==> src/rtl/ad9516_pkg.sv <==
// AD9516 configuration sequencer shared types and constants.
// Imported by the sequencer, its SPI shifter and the bus interface users.
package ad9516_pkg;

  typedef enum logic [2:0] {
    S_IDLE,
    S_PWRUP,
    S_FETCH,
    S_SHIFT,
    S_GAP,
    S_FIN
  } state_t;

  localparam logic [15:0] TERM_ADDR  = 16'hFFFF;
  localparam int          FRAME_BITS = 24;
  localparam logic [2:0]  INSTR_HDR  = 3'b000;
  localparam logic [9:0]  LAST_IDX   = 10'd1023;

endpackage

==> src/rtl/ad9516_cfg_seq_if.sv <==
// Register-table port and 3-wire SPI pins of the AD9516 sequencer.
// master = sequencer side, slave = table/device side.
interface ad9516_cfg_seq_if;

  logic [9:0]  lut_index;
  logic [24:0] lut_data;
  logic        spi_cs_n;
  logic        spi_sclk;
  logic        spi_sdio;

  modport master (
    output lut_index,
    input  lut_data,
    output spi_cs_n,
    output spi_sclk,
    output spi_sdio
  );

  modport slave (
    input  lut_index,
    output lut_data,
    input  spi_cs_n,
    input  spi_sclk,
    input  spi_sdio
  );

endinterface

==> src/rtl/ad9516_spi_tx.sv <==
// 24-bit MSB-first SPI write shifter with SCLK divider.
// i_load is taken only when idle; o_last flags the final clk of a frame.
module ad9516_spi_tx
  import ad9516_pkg::*;
#(
  parameter int CLK_DIV = 10
) (
  input  logic        clk,
  input  logic        rst_n,
  input  logic        i_load,
  input  logic [23:0] i_word,
  output logic        o_busy,
  output logic        o_last,
  output logic        o_cs_n,
  output logic        o_sclk,
  output logic        o_sdio
);

  localparam logic [7:0] DIV_LAST = 8'(CLK_DIV - 1);
  localparam logic [4:0] BIT_LAST = 5'(FRAME_BITS - 1);

  logic        r_active;
  logic [7:0]  r_div;
  logic [4:0]  r_bit;
  logic [23:0] r_shreg;
  logic        r_cs_n;
  logic        r_sclk;
  logic        w_tick;
  logic        w_last;

  assign w_tick = r_active && (r_div == DIV_LAST);
  assign w_last = w_tick && r_sclk && (r_bit == BIT_LAST);

  always_ff @(posedge clk or negedge rst_n) begin
    if (!rst_n) begin
      r_active <= 1'b0;
      r_div    <= '0;
      r_bit    <= '0;
      r_shreg  <= '0;
      r_cs_n   <= 1'b1;
      r_sclk   <= 1'b0;
    end else if (i_load && !r_active) begin
      r_active <= 1'b1;
      r_div    <= '0;
      r_bit    <= '0;
      r_shreg  <= i_word;
      r_cs_n   <= 1'b0;
      r_sclk   <= 1'b0;
    end else if (r_active) begin
      if (!w_tick) begin
        r_div <= r_div + 8'd1;
      end else begin
        r_div <= '0;
        if (!r_sclk) begin
          r_sclk <= 1'b1;
        end else begin
          // data moves only on the falling SCLK edge
          r_sclk <= 1'b0;
          if (w_last) begin
            r_active <= 1'b0;
            r_cs_n   <= 1'b1;
            r_shreg  <= '0;
          end else begin
            r_bit   <= r_bit + 5'd1;
            r_shreg <= {r_shreg[22:0], 1'b0};
          end
        end
      end
    end
  end

  assign o_busy = r_active;
  assign o_last = w_last;
  assign o_cs_n = r_cs_n;
  assign o_sclk = r_sclk;
  assign o_sdio = r_shreg[23];

endmodule

==> src/rtl/ad9516_cfg_seq.sv <==
// AD9516 power-up register table sequencer: walks the table and
// issues one 24-bit SPI write per entry until the FFFF terminator.
module ad9516_cfg_seq
  import ad9516_pkg::*;
#(
  parameter int CLK_DIV      = 10,
  parameter int GAP_CYCLES   = 16,
  parameter int PWRUP_CYCLES = 1000
) (
  input  logic             clk,
  input  logic             rst_n,
  input  logic             i_start,
  ad9516_cfg_seq_if.master bus,
  output logic             o_busy,
  output logic             o_done,
  output logic             o_err,
  output logic [9:0]       o_wr_count
);

  // GAP plus the following FETCH cycle give GAP_CYCLES of CS high
  localparam logic [19:0] PW_LAST =
    20'((PWRUP_CYCLES > 0) ? PWRUP_CYCLES - 1 : 0);
  localparam logic [19:0] GAP_LAST =
    20'((GAP_CYCLES > 1) ? GAP_CYCLES - 2 : 0);

  state_t      r_state;
  state_t      w_next;
  logic [19:0] r_cnt;
  logic [9:0]  r_idx;
  logic [9:0]  r_wr;
  logic        r_done;
  logic        r_err;
  logic        w_term;
  logic [23:0] w_word;
  logic        w_busy;
  logic        w_accept;
  logic        w_load;
  logic        w_cnt_run;
  logic        w_tx_busy;
  logic        w_tx_last;
  logic        w_unused;

  assign w_term   = (bus.lut_data[23:8] == TERM_ADDR);
  assign w_word   = {INSTR_HDR, bus.lut_data[20:8],
                     bus.lut_data[7:0]};
  assign w_unused = bus.lut_data[24];

  always_ff @(posedge clk or negedge rst_n) begin
    if (!rst_n) r_state <= S_IDLE;
    else        r_state <= w_next;
  end

  always_comb begin
    w_next = r_state;
    unique case (r_state)
      S_IDLE, S_FIN: begin
        if (i_start) w_next = S_PWRUP;
      end
      S_PWRUP: begin
        if (r_cnt == PW_LAST) w_next = S_FETCH;
      end
      S_FETCH: begin
        if (w_term)          w_next = S_FIN;
        else if (!w_tx_busy) w_next = S_SHIFT;
      end
      S_SHIFT: begin
        if (w_tx_last) w_next = S_GAP;
      end
      S_GAP: begin
        if (r_cnt == GAP_LAST)
          w_next = (r_idx == LAST_IDX) ? S_FIN : S_FETCH;
      end
      default: w_next = S_IDLE;
    endcase
  end

  always_comb begin
    w_busy    = 1'b1;
    w_accept  = 1'b0;
    w_load    = 1'b0;
    w_cnt_run = 1'b0;
    unique case (r_state)
      S_IDLE, S_FIN: begin
        w_busy   = 1'b0;
        w_accept = i_start;
      end
      S_PWRUP, S_GAP: w_cnt_run = 1'b1;
      S_FETCH:        w_load    = !w_term && !w_tx_busy;
      default:        ;
    endcase
  end

  always_ff @(posedge clk or negedge rst_n) begin
    if (!rst_n) begin
      r_cnt  <= '0;
      r_idx  <= '0;
      r_wr   <= '0;
      r_done <= 1'b0;
      r_err  <= 1'b0;
    end else begin
      if (w_next != r_state) r_cnt <= '0;
      else if (w_cnt_run)    r_cnt <= r_cnt + 20'd1;
      if (w_accept) begin
        r_idx  <= '0;
        r_wr   <= '0;
        r_done <= 1'b0;
        r_err  <= 1'b0;
      end
      if (r_state == S_FETCH && w_term) r_done <= 1'b1;
      if (r_state == S_SHIFT && w_tx_last)
        r_wr <= r_wr + 10'd1;
      if (r_state == S_GAP && r_cnt == GAP_LAST) begin
        if (r_idx == LAST_IDX) r_err <= 1'b1;
        else                   r_idx <= r_idx + 10'd1;
      end
    end
  end

  ad9516_spi_tx #(
    .CLK_DIV (CLK_DIV)
  ) u_tx (
    .clk    (clk),
    .rst_n  (rst_n),
    .i_load (w_load),
    .i_word (w_word),
    .o_busy (w_tx_busy),
    .o_last (w_tx_last),
    .o_cs_n (bus.spi_cs_n),
    .o_sclk (bus.spi_sclk),
    .o_sdio (bus.spi_sdio)
  );

  assign bus.lut_index = r_idx;
  assign o_busy        = w_busy;
  assign o_done        = r_done;
  assign o_err         = r_err;
  assign o_wr_count    = r_wr;

endmodule

==> src/flat_wrapper.sv <==
// flat-port wrapper written by rule: the top's interface ports become plain ports
module ad9516_cfg_seq_flat import ad9516_pkg::*;
#(
  parameter int CLK_DIV      = 10,
  parameter int GAP_CYCLES   = 16,
  parameter int PWRUP_CYCLES = 1000
)
  (clk, rst_n, i_start, o_busy, o_done, o_err, o_wr_count, bus_lut_index, bus_lut_data, bus_spi_cs_n, bus_spi_sclk, bus_spi_sdio);
  ad9516_cfg_seq_if bus_i ();
  input  logic clk;
  input  logic rst_n;
  input  logic i_start;
  output logic o_busy;
  output logic o_done;
  output logic o_err;
  output logic [9:0] o_wr_count;
  output wire logic [$bits(bus_i.lut_index)-1:0] bus_lut_index;
  input wire logic [$bits(bus_i.lut_data)-1:0] bus_lut_data;
  output wire logic [$bits(bus_i.spi_cs_n)-1:0] bus_spi_cs_n;
  output wire logic [$bits(bus_i.spi_sclk)-1:0] bus_spi_sclk;
  output wire logic [$bits(bus_i.spi_sdio)-1:0] bus_spi_sdio;
  assign bus_lut_index = bus_i.lut_index;
  assign bus_i.lut_data = bus_lut_data;
  assign bus_spi_cs_n = bus_i.spi_cs_n;
  assign bus_spi_sclk = bus_i.spi_sclk;
  assign bus_spi_sdio = bus_i.spi_sdio;
  ad9516_cfg_seq #(.CLK_DIV(CLK_DIV), .GAP_CYCLES(GAP_CYCLES), .PWRUP_CYCLES(PWRUP_CYCLES)) u_core (.clk(clk), .rst_n(rst_n), .i_start(i_start), .bus(bus_i), .o_busy(o_busy), .o_done(o_done), .o_err(o_err), .o_wr_count(o_wr_count));
endmodule
==> config.mk <==
export PLATFORM = sky130hd
export DESIGN_NAME = ad9516_cfg_seq_flat
export DESIGN_NICKNAME = d
export VERILOG_FILES = /design/src/rtl/ad9516_pkg.sv /design/src/rtl/ad9516_cfg_seq_if.sv /design/src/rtl/ad9516_spi_tx.sv /design/src/rtl/ad9516_cfg_seq.sv /design/src/flat_wrapper.sv
export SDC_FILE = /design/constraint.sdc
export NUM_CORES = 1
export LEC_CHECK = 0
export CAP_MARGIN = 10
export CORE_ASPECT_RATIO = 0.8
export CORE_MARGIN = 2
export CORE_UTILIZATION = 40
export CTS_CLUSTER_DIAMETER = 40
export DETAILED_ROUTE_END_ITERATION = 16
export GPL_TIMING_DRIVEN = 0
export MAX_ROUTING_LAYER = met4
export PLACE_DENSITY = 0.61
export SYNTH_ARGS = -nofsm -noshare
export SYNTH_HDL_FRONTEND = slang
export SYNTH_HIERARCHICAL = 1
export SYNTH_SLANG_ARGS = --single-unit
==> constraint.sdc <==
create_clock -name clk -period 3.21 [get_ports clk]
set_clock_uncertainty 0.05 [all_clocks]
set_input_delay 0.963 -clock clk [delete_from_list [all_inputs] [get_ports clk]]
set_output_delay 0.963 -clock clk [all_outputs]
set_load 0.1 [all_outputs]
==> results.cfg, run 1 <==
[synthesis]
synth_area_per_cell_um2 = 9.45
ys.warnings.count = 6
synthCells = 500
ys_async_sr_fraction = 1.00
netlist_area_um2 = 4730
netlist_top_cells_area = dfrtp_1 44%, nand2_1 7.0%, mux2i_1 6.6%, o31ai_1 4.1%, nor2_1 3.5%
synth_enable_flop_cells = 0
yosysTopAreaCell = dfrtp_1
yosysUniqueCellTypes = 56
synth_top_cell_area_share = 0.445
synth.yosys.seq_area_share = 0.450
ys_seq_elements = 85
synth-main-ff-cell = dfrtp_1

[setup_path]
cp_slowest_cell = clkdlybuf4s50_1
cp_top_family = buffers and inverters
critPathKind = register to output port
cp_cell_sequence = clkdlybuf4s50_1
crit_arrival_ns = 2.01
cp.buffers_inverters = 1
critPathRequiredTime_ns = 2.20
cp_slowest_stage_delay_ns = 1.19
crit_path_start_kind = register
crit_fanout = 5
crit_path_end_kind = output port

[cells_and_area]
finalInstanceArea_um2 = 5820
seq_area_um2 = 2130
final_common_cell = nand2_1
drive_above_1_share = 0.0944
fin_nets = 602
finalNonFillerCells = 720
fillers = 1074
final_cell_mix = 88 x nand2_1, 84 x dfrtp_1, 50 x clkdlybuf4s50_1
fin_util = 0.505
multi_input_area_um2 = 2460
area_growth_pct = 23.1
diodes = 0

[clock_network]
cts_tree = done
cts_hold_buf = 0
clkSinkCount = 85
h-tree-depth = 3
clk_pin_slew_worst_paths_ns = 0.06
clk_latency_ns = 0.33
root_buffer = clkbuf_16
clock_path_buffers = 2
cts_inserted_buffers = 9

[die]
ios = 54
die_width_um = 126
die_area_um2 = 12700
fp-row-count = 35
core-area_um2 = 11500
die_h_um = 101
initial_core_util = 0.410

[power]
comb_power_share = 0.239
p_seq_frac = 0.402
p_clk_frac = 0.359
p_leak_nw = 2.45
intPower_mw = 2.02
power.density_nw_per_um2 = 518
p_total_mw = 3.01
swShare = 0.329
max-vdd-ir-drop_v = 0.000410
p_sw_uw = 991

[detailed_routing]
vias = 3828
drc = 0
drt_first_iter_violations = 322
wl_per_cell_um = 14.7
via_per_inst = 5.32
drt_wl_total_um = 10600
first_pass_iters = 4
final_antenna_net_count = 0

[timing]
min_period_ns = 3.03
finalMaxSlewViolations = 0
rsz0062_at_grt = false
hold_viol = 0
fmax_mhz = 330
setup_ws_ns = 0.184
min_period_over_period = 0.943
slew_headroom = 0.329
finalSetupTns_ns = 0
tightest_slew_ns = 1.00
setup_viol = 0
timing.hold.ws_ns = 0.426

[global_route]
grt_pass1_wl_um = 18300
grt_usage = 0.180
grt_overflow = 0
grt_pass1_vias = 3736
grt_max_degree = 50
antenna_found_initial = 0

[place]
preCtsSetupSlack_ns = -0.759
gp_congestion = 0.817
dpl.hpwl_um = 7480
placed_area_um2 = 5460
port_buffers = 52
placed_cells = 703

[min_path]
hold_path.class = register to register

[job]
maxCapViolations = 0

[outcome]
status = finished, final reports clean
logic make-up after synthesis:
group / Yosys count / synth area share
simple gates: 238 / 0.273
flops: 85 / 0.450
compound gates: 80 / 0.109
buf+inv: 32 / 0.0344
mux: 31 / 0.0657
xor+xnor: 26 / 0.0482
fa+ha+maj: 7 / 0.0185
other cells: 1 / 0.000794
power groups by stage:
stage | clock network [mW] | logic [mW] | registers (mW)
4_1_cts | 1.12 | 0.727 | 1.21
5_1_grt | 1.16 | 0.790 | 1.22
3_3_place_gp | 0 | 0.716 | 1.23
3_5_place_dp | 0 | 0.725 | 1.23
6_report | 1.08 | 0.721 | 1.21
2_1_floorplan | 0 | 0.299 | 1.44
synthesized netlist by cell type, drive strengths merged (4+ instances only):
cell type and count:
and4 7, xor2 11, o31ai 26, mux2i 31
nor2b 5, inv 8, nor4 8, and3 9
nand2 89, ha 7, clkbuf 12, nand2b 5
buf 12, nand3 21, nand4 17, nor2 44
dfrtp 84, xnor2 15, or4 4, a21oi 7
o21ai 26, nor3 10
layout make-up:
| type | count | area share |
|---|---|---|
| sequential | 85 | 0.366 |
| buffer | 22 | 0.0239 |
| clock buffer | 14 | 0.0471 |
| timing repair buffer | 56 | 0.0968 |
| inverter | 8 | 0.00516 |
| clock inverter | 2 | 0.00667 |
| tap | 148 | 0.0318 |
| multi-input combinational | 385 | 0.423 |
state kept, by name, summed over array words and instances (netlist names):
register,flops
u_core/u_tx/o_cs_n,1
u_core/u_tx/r_shreg,24
u_core/r_state,3
u_core/bus.lut_index,10
u_core/o_done,1
u_core/o_wr_count,10
u_core/o_err,1
u_core/u_tx/r_bit,5
u_core/u_tx/o_busy,1
u_core/u_tx/r_div,8
u_core/r_cnt,20
u_core/u_tx/o_sclk,1
timing repair:
item                                   4_1_cts  5_1_grt
setup endpoints to repair                   25       49
resized for setup                            9        5
pin swaps                                    0        2
endpoints found under the hold margin        0        0
setup buffers                                2        1
per-layer routing:
layer | part of all wire | global-route usage
met1 | 0.51 | 0.251
met4 | 0.0082 | 0.0385
met3 | 0.040 | 0.0407
met2 | 0.44 | 0.271
met5 | 0 | -
final timing paths:
check	start	to	slack (ns)	depth (start not counted)
max	u_core/bus.lut_index[0]$_DFF_PN0_	bus_lut_index[0]	0.18	1
min in group asynchronous	rst_n	u_core/u_tx/r_shreg[8]$_DFFE_PN0P_	0.54	1
min reg2reg	u_core/u_tx/r_shreg[19]$_DFFE_PN0P_	u_core/u_tx/r_shreg[19]$_DFFE_PN0P_	0.43	2
max in group asynchronous	rst_n	u_core/u_tx/o_cs_n$_DFFE_PN1P_	1.91	2
max reg2reg	u_core/u_tx/r_div[1]$_DFFE_PN0P_	u_core/r_cnt[1]$_DFFE_PN0P_	0.30	13
min	u_core/u_tx/r_shreg[19]$_DFFE_PN0P_	u_core/u_tx/r_shreg[19]$_DFFE_PN0P_	0.43	2
Power figures use the tool's default switching activity.
==> run 2, diff against run 1 <==
Settings changed: PLACE_DENSITY 0.61 to 0.66.
==> run 2 against run 1 <==
Clock power barely moved; first-iteration DRC count fell by 1.6%; utilization barely moved; highest routed layer unchanged; largest power group unchanged; setup slack got worse by 0.067 ns; clock-buffer cell count fell by 5; register-to-register slack got worse by 0.02 ns.
==> results.cfg, run 2 (synthesis results as in run 1) <==
[outcome]
status = finished, final reports clean

[global_route]
met1_usage = 0.244
grt_usage = 0.177
use_met2 = 0.272
grt-busiest-layer = met2
grt_pass1_vias = 3712
grt_overflow = 0
antenna_found_initial = 0
grt_max_degree = 67
grtUsageMet3 = 0.0386
grt_pass1_wl_um = 18100

[place]
port_buffers = 52
gp_congestion = 0.825
placed_cells = 703
dpl.hpwl_um = 7400
placed_area_um2 = 5460
preCtsSetupSlack_ns = -0.738

[cells_and_area]
area_growth_pct = 23.1
largest_reg_flops = 24
fin_util = 0.505
finalInstanceArea_um2 = 5820
finalNonFillerCells = 719
diodes = 0
final_common_cell = nand2_1
final_cell_mix = 88 x nand2_1, 84 x dfrtp_1, 49 x clkdlybuf4s50_1
drive_above_1_share = 0.0981
reg_top3 = u_core/u_tx/r_shreg (24), u_core/r_cnt (20)
largest_register = u_core/u_tx/r_shreg
fin_nets = 601

[timing]
hold_viol = 0
min_period_over_period = 0.964
setup_ws_ns = 0.117
fmax_mhz = 323
setup_viol = 0
tightest_slew_ns = 0.971
slew_headroom = 0.351
timing.hold.ws_ns = 0.424
finalSetupTns_ns = 0
min_period_ns = 3.09
finalMaxSlewViolations = 0
rsz0062_at_grt = false

[job]
maxCapViolations = 0

[clock_network]
clkSinkCount = 85
clk_latency_ns = 0.34
cts_tree = done
h-tree-depth = 3
cts_inserted_buffers = 9
clock_path_buffers = 2
root_buffer = clkbuf_16
clk_pin_slew_worst_paths_ns = 0.06

[detailed_routing]
final_antenna_net_count = 0
drt_first_iter_violations = 317
via_per_inst = 5.34
drt_wl_total_um = 10400
first_pass_iters = 5
wl_per_cell_um = 14.4
vias = 3836
drc = 0

[setup_path]
cp_cell_sequence = clkdlybuf4s50_1 -> nand4_1 -> or4_4 -> and3_4 -> nor2b_1 -> a31oi_2 -> buf_6 -> buf_4 -> o31ai_1
cp_top_family = simple AND/OR/NAND/NOR gates
crit_path_start_kind = primary input
crit_fanout = 10
crit_arrival_ns = 3.26
critPathRequiredTime_ns = 3.37
cp.buffers_inverters = 3
critPathKind = primary input to register
cp_slowest_cell = or4_4
crit_path_end_kind = register
cp_slowest_stage_delay_ns = 0.58

[die]
initial_core_util = 0.410
core-area_um2 = 11500
die_width_um = 126
die_area_um2 = 12700
die_h_um = 101
fp-row-count = 35
ios = 54

[power]
p_sw_mw = 1.04
p_seq_frac = 0.403
swShare = 0.347
p_leak_nw = 2.44
p_total_mw = 3.01
power.density_nw_per_um2 = 517
comb_power_share = 0.243
max-vdd-ir-drop_v = 0.000316
intPower_mw = 1.97
p_clk_frac = 0.355

[min_path]
hold_path.class = register to register
run 2: cell count changes in the layout (fill, tap and decap cells not counted), sizes merged:
cell and change:
inv +1, dlymetal6s2s +1, clkbuf -5, clkinv +1, clkdlybuf4s50 -1, clkinvlp +3
buf -1
run 2: area by class of cell:
type                            count  area [um^2]
Tap cell                          148          185
Clock inverter                      7         81.3
Fill cell                        1047         5700
Clock buffer                        9          225
Inverter                            8         30.0
Sequential cell                    85         2130
Multi-Input combinational cell    385         2460
Buffer                             22          146
Timing Repair Buffer               55          558
run 2: power groups by stage:
stage	combinational (mW)	clock, mW	sequential (mW)
6_report	0.730	1.07	1.21
5_1_grt	0.789	1.14	1.22
4_1_cts	0.731	1.10	1.21
3_5_place_dp	0.730	0	1.23
3_3_place_gp	0.718	0	1.23
2_1_floorplan	0.299	0	1.44
run 2: worst register-to-register path, stage by stage (launching register included):
cell and delay [ns]:
dfrtp_1 0.47, nor4_4 0.46, nand2_2 0.18, nor3_4 0.22, clkbuf_4 0.27, nor3b_1 0.08, o21ai_0 0.15, nand2_1 0.10
nor3_2 0.23, mux2i_1 0.25, buf_2 0.27, nor2_1 0.09
run 2: metal layers:
| metal | up-vias | share of wire |
|---|---|---|
| met2 | 87 | 0.45 |
| met5 | - | 0 |
| li1 | 1912 | - |
| met3 | 7 | 0.045 |
| met4 | 0 | 0.0071 |
| met1 | 1830 | 0.50 |
run 2: worst paths after layout:
path	from	endpoint	slack [ns]	cells after the start
min	u_core/o_wr_count[9]$_DFFE_PN0P_	u_core/o_wr_count[9]$_DFFE_PN0P_	0.42	1
min reg2reg	u_core/o_wr_count[9]$_DFFE_PN0P_	u_core/o_wr_count[9]$_DFFE_PN0P_	0.42	1
max in group asynchronous	rst_n	u_core/o_wr_count[5]$_DFFE_PN0P_	2.06	2
min in group asynchronous	rst_n	u_core/u_tx/r_shreg[6]$_DFFE_PN0P_	0.45	1
max	bus_lut_data[20]	u_core/u_tx/r_shreg[16]$_DFFE_PN0P_	0.12	9
max reg2reg	u_core/u_tx/r_div[4]$_DFFE_PN0P_	u_core/r_cnt[17]$_DFFE_PN0P_	0.28	11
run 2: repair_timing:
action | 4_1_cts | 5_1_grt
resized for setup | 10 | 8
endpoints found under the setup margin | 25 | 38
hold buffers | 0 | 0
hold endpoints to repair | 0 | 0
pin swaps | 0 | 3
buffers inserted | 0 | 2
==> run 3, diff against run 2 <==
Settings changed: CELL_PAD_IN_SITES_DETAIL_PLACEMENT from default to 0, CELL_PAD_IN_SITES_GLOBAL_PLACEMENT from default to 1, PLACE_DENSITY 0.66 to 0.8.
==> run 3 against run 2 <==
Flip-flop and latch count stayed put; design area fell by 0.45%; clock power down 11%; critical path type unchanged; critical endpoint is now u_core/u_tx/r_shreg[14]$_DFFE_PN0P_; highest routed layer unchanged.
==> results.cfg, run 3 (synthesis results as in run 1) <==
[cells_and_area]
diodes = 0
area_growth_pct = 22.6
finalInstanceArea_um2 = 5790
final_cell_mix = 88 x nand2_1, 84 x dfrtp_1, 50 x clkdlybuf4s50_1
fin_nets = 605
largest_reg_flops = 24
final_common_cell = nand2_1
reg_top3 = u_core/u_tx/r_shreg (24), u_core/r_cnt (20)
fillers = 1089
fin_util = 0.503
drive_above_1_share = 0.0939
largest_register = u_core/u_tx/r_shreg

[clock_network]
h-tree-depth = 3
cts_tree = done
root_buffer = clkbuf_16
clk_latency_ns = 0.34
clock_path_buffers = 2
clk_pin_slew_worst_paths_ns = 0.06
cts_inserted_buffers = 9
clkSinkCount = 85

[die]
core-area_um2 = 11500
die_h_um = 101
ios = 54
die_area_um2 = 12700
initial_core_util = 0.410
fp-row-count = 35
die_width_um = 126

[timing]
slew_headroom = 0.351
fmax_mhz = 327
min_period_over_period = 0.952
hold_viol = 0
finalMaxSlewViolations = 0
finalSetupTns_ns = 0
tightest_slew_ns = 0.971
timing.hold.ws_ns = 0.425
min_period_ns = 3.06
setup_viol = 0

[setup_path]
cp_top_family = simple AND/OR/NAND/NOR gates
critPathRequiredTime_ns = 3.37
cp_slowest_cell = or4_4
cp_cell_sequence = clkdlybuf4s50_1 -> nand4_1 -> or4_4 -> and3_1 -> nor2b_1 -> a31oi_1 -> buf_4 -> clkbuf_2 -> o31ai_1
crit_arrival_ns = 3.22
cp.buffers_inverters = 3
worst-r2r-setup-slack_ns = 0.17
crit_path_start_kind = primary input
cp_slowest_stage_delay_ns = 0.60
critPathKind = primary input to register
crit_fanout = 10
crit_path_end_kind = register

[global_route]
grt_pass1_wl_um = 18200
grt_pass1_vias = 3666
grt_usage = 0.182
antenna_found_initial = 0
grt_max_degree = 70
grt_overflow = 0

[power]
power.density_nw_per_um2 = 501
swShare = 0.343
intPower_mw = 1.90
p_sw_uw = 996
comb_power_share = 0.252
p_seq_frac = 0.418
p_total_mw = 2.90
max-vdd-ir-drop_v = 0.000472
p_clk_frac = 0.330
p_leak_nw = 2.43

[detailed_routing]
wl_per_cell_um = 14.7
first_pass_iters = 4
drc = 0
vias = 3839
drt_wl_total_um = 10600
via_per_inst = 5.31
drt_first_iter_violations = 240
final_antenna_net_count = 0

[min_path]
hold_path.class = register to register

[job]
maxCapViolations = 0

[place]
placed_area_um2 = 5460
port_buffers = 52
gp_congestion = 0.835
dpl.hpwl_um = 7530

[outcome]
status = finished, final reports clean
==> run 3: worst paths after layout <==
path                                                    start                                   to  cells after the start
max reg2reg                  u_core/u_tx/r_div[4]$_DFFE_PN0P_         u_core/r_cnt[16]$_DFFE_PN0P_                     11
min in group asynchronous                               rst_n   u_core/u_tx/r_shreg[2]$_DFFE_PN0P_                      1
max in group asynchronous                               rst_n       u_core/u_tx/o_cs_n$_DFFE_PN1P_                      2
min                        u_core/u_tx/r_shreg[5]$_DFFE_PN0P_   u_core/u_tx/r_shreg[5]$_DFFE_PN0P_                      2
max                                          bus_lut_data[13]  u_core/u_tx/r_shreg[14]$_DFFE_PN0P_                      9
min reg2reg                u_core/u_tx/r_shreg[5]$_DFFE_PN0P_   u_core/u_tx/r_shreg[5]$_DFFE_PN0P_                      2
==> run 3: worst min-delay path, stage by stage, from the launching register on <==
cell and delay, ns:
dfrtp_1 0.34, nand2_1 0.05, o31ai_1 0.05
==> run 3: cell type report <==
type                    count  area, um^2  share of cell area
multi-input cells         385        2450               0.423
flip-flops and latches     85        2130               0.367
repair buffers             59         586               0.101
clock buffers              13         250              0.0432
well taps                 148         185              0.0320
plain buffers              22         144              0.0248
inverters                   8        30.0             0.00518
clock inverters             3        21.3             0.00367
==> run 3: repair_timing <==
item | CTS | global route
gates resized for setup | 10 | 4
hold buffers | 0 | 0
pin swaps | 0 | 1
setup buffers | 0 | 6
endpoints found under the hold margin | 0 | 0
endpoints found under the setup margin | 27 | 46
==> run 3: stage by stage <==
step                std cells  setup slack (ns)
CTS                       717            0.0155
global route              723           -0.0116
floorplan                 502             0.155
finish                    723             0.154
detailed placement        703            -0.601
global placement          702             -2.08
==> run 3: power by group through the flow <==
stage / logic (mW) / registers [mW] / clock network (mW)
floorplan: 0.299 / 1.44 / 0
global placement: 0.719 / 1.23 / 0
detailed placement: 0.724 / 1.23 / 0
CTS: 0.729 / 1.21 / 0.988
global route: 0.790 / 1.22 / 1.03
finish: 0.731 / 1.21 / 0.957
==> run 3: layer usage <==
| layer | part of all wire | GRT usage | routed length, um |
|---|---|---|---|
| met1 | 0.50 | 0.253 | 5360 |
| met2 | 0.43 | 0.268 | 4580 |
| met3 | 0.052 | 0.0423 | 557 |
| met4 | 0.012 | 0.0513 | 129 |
| met5 | 0 | - | 0 |
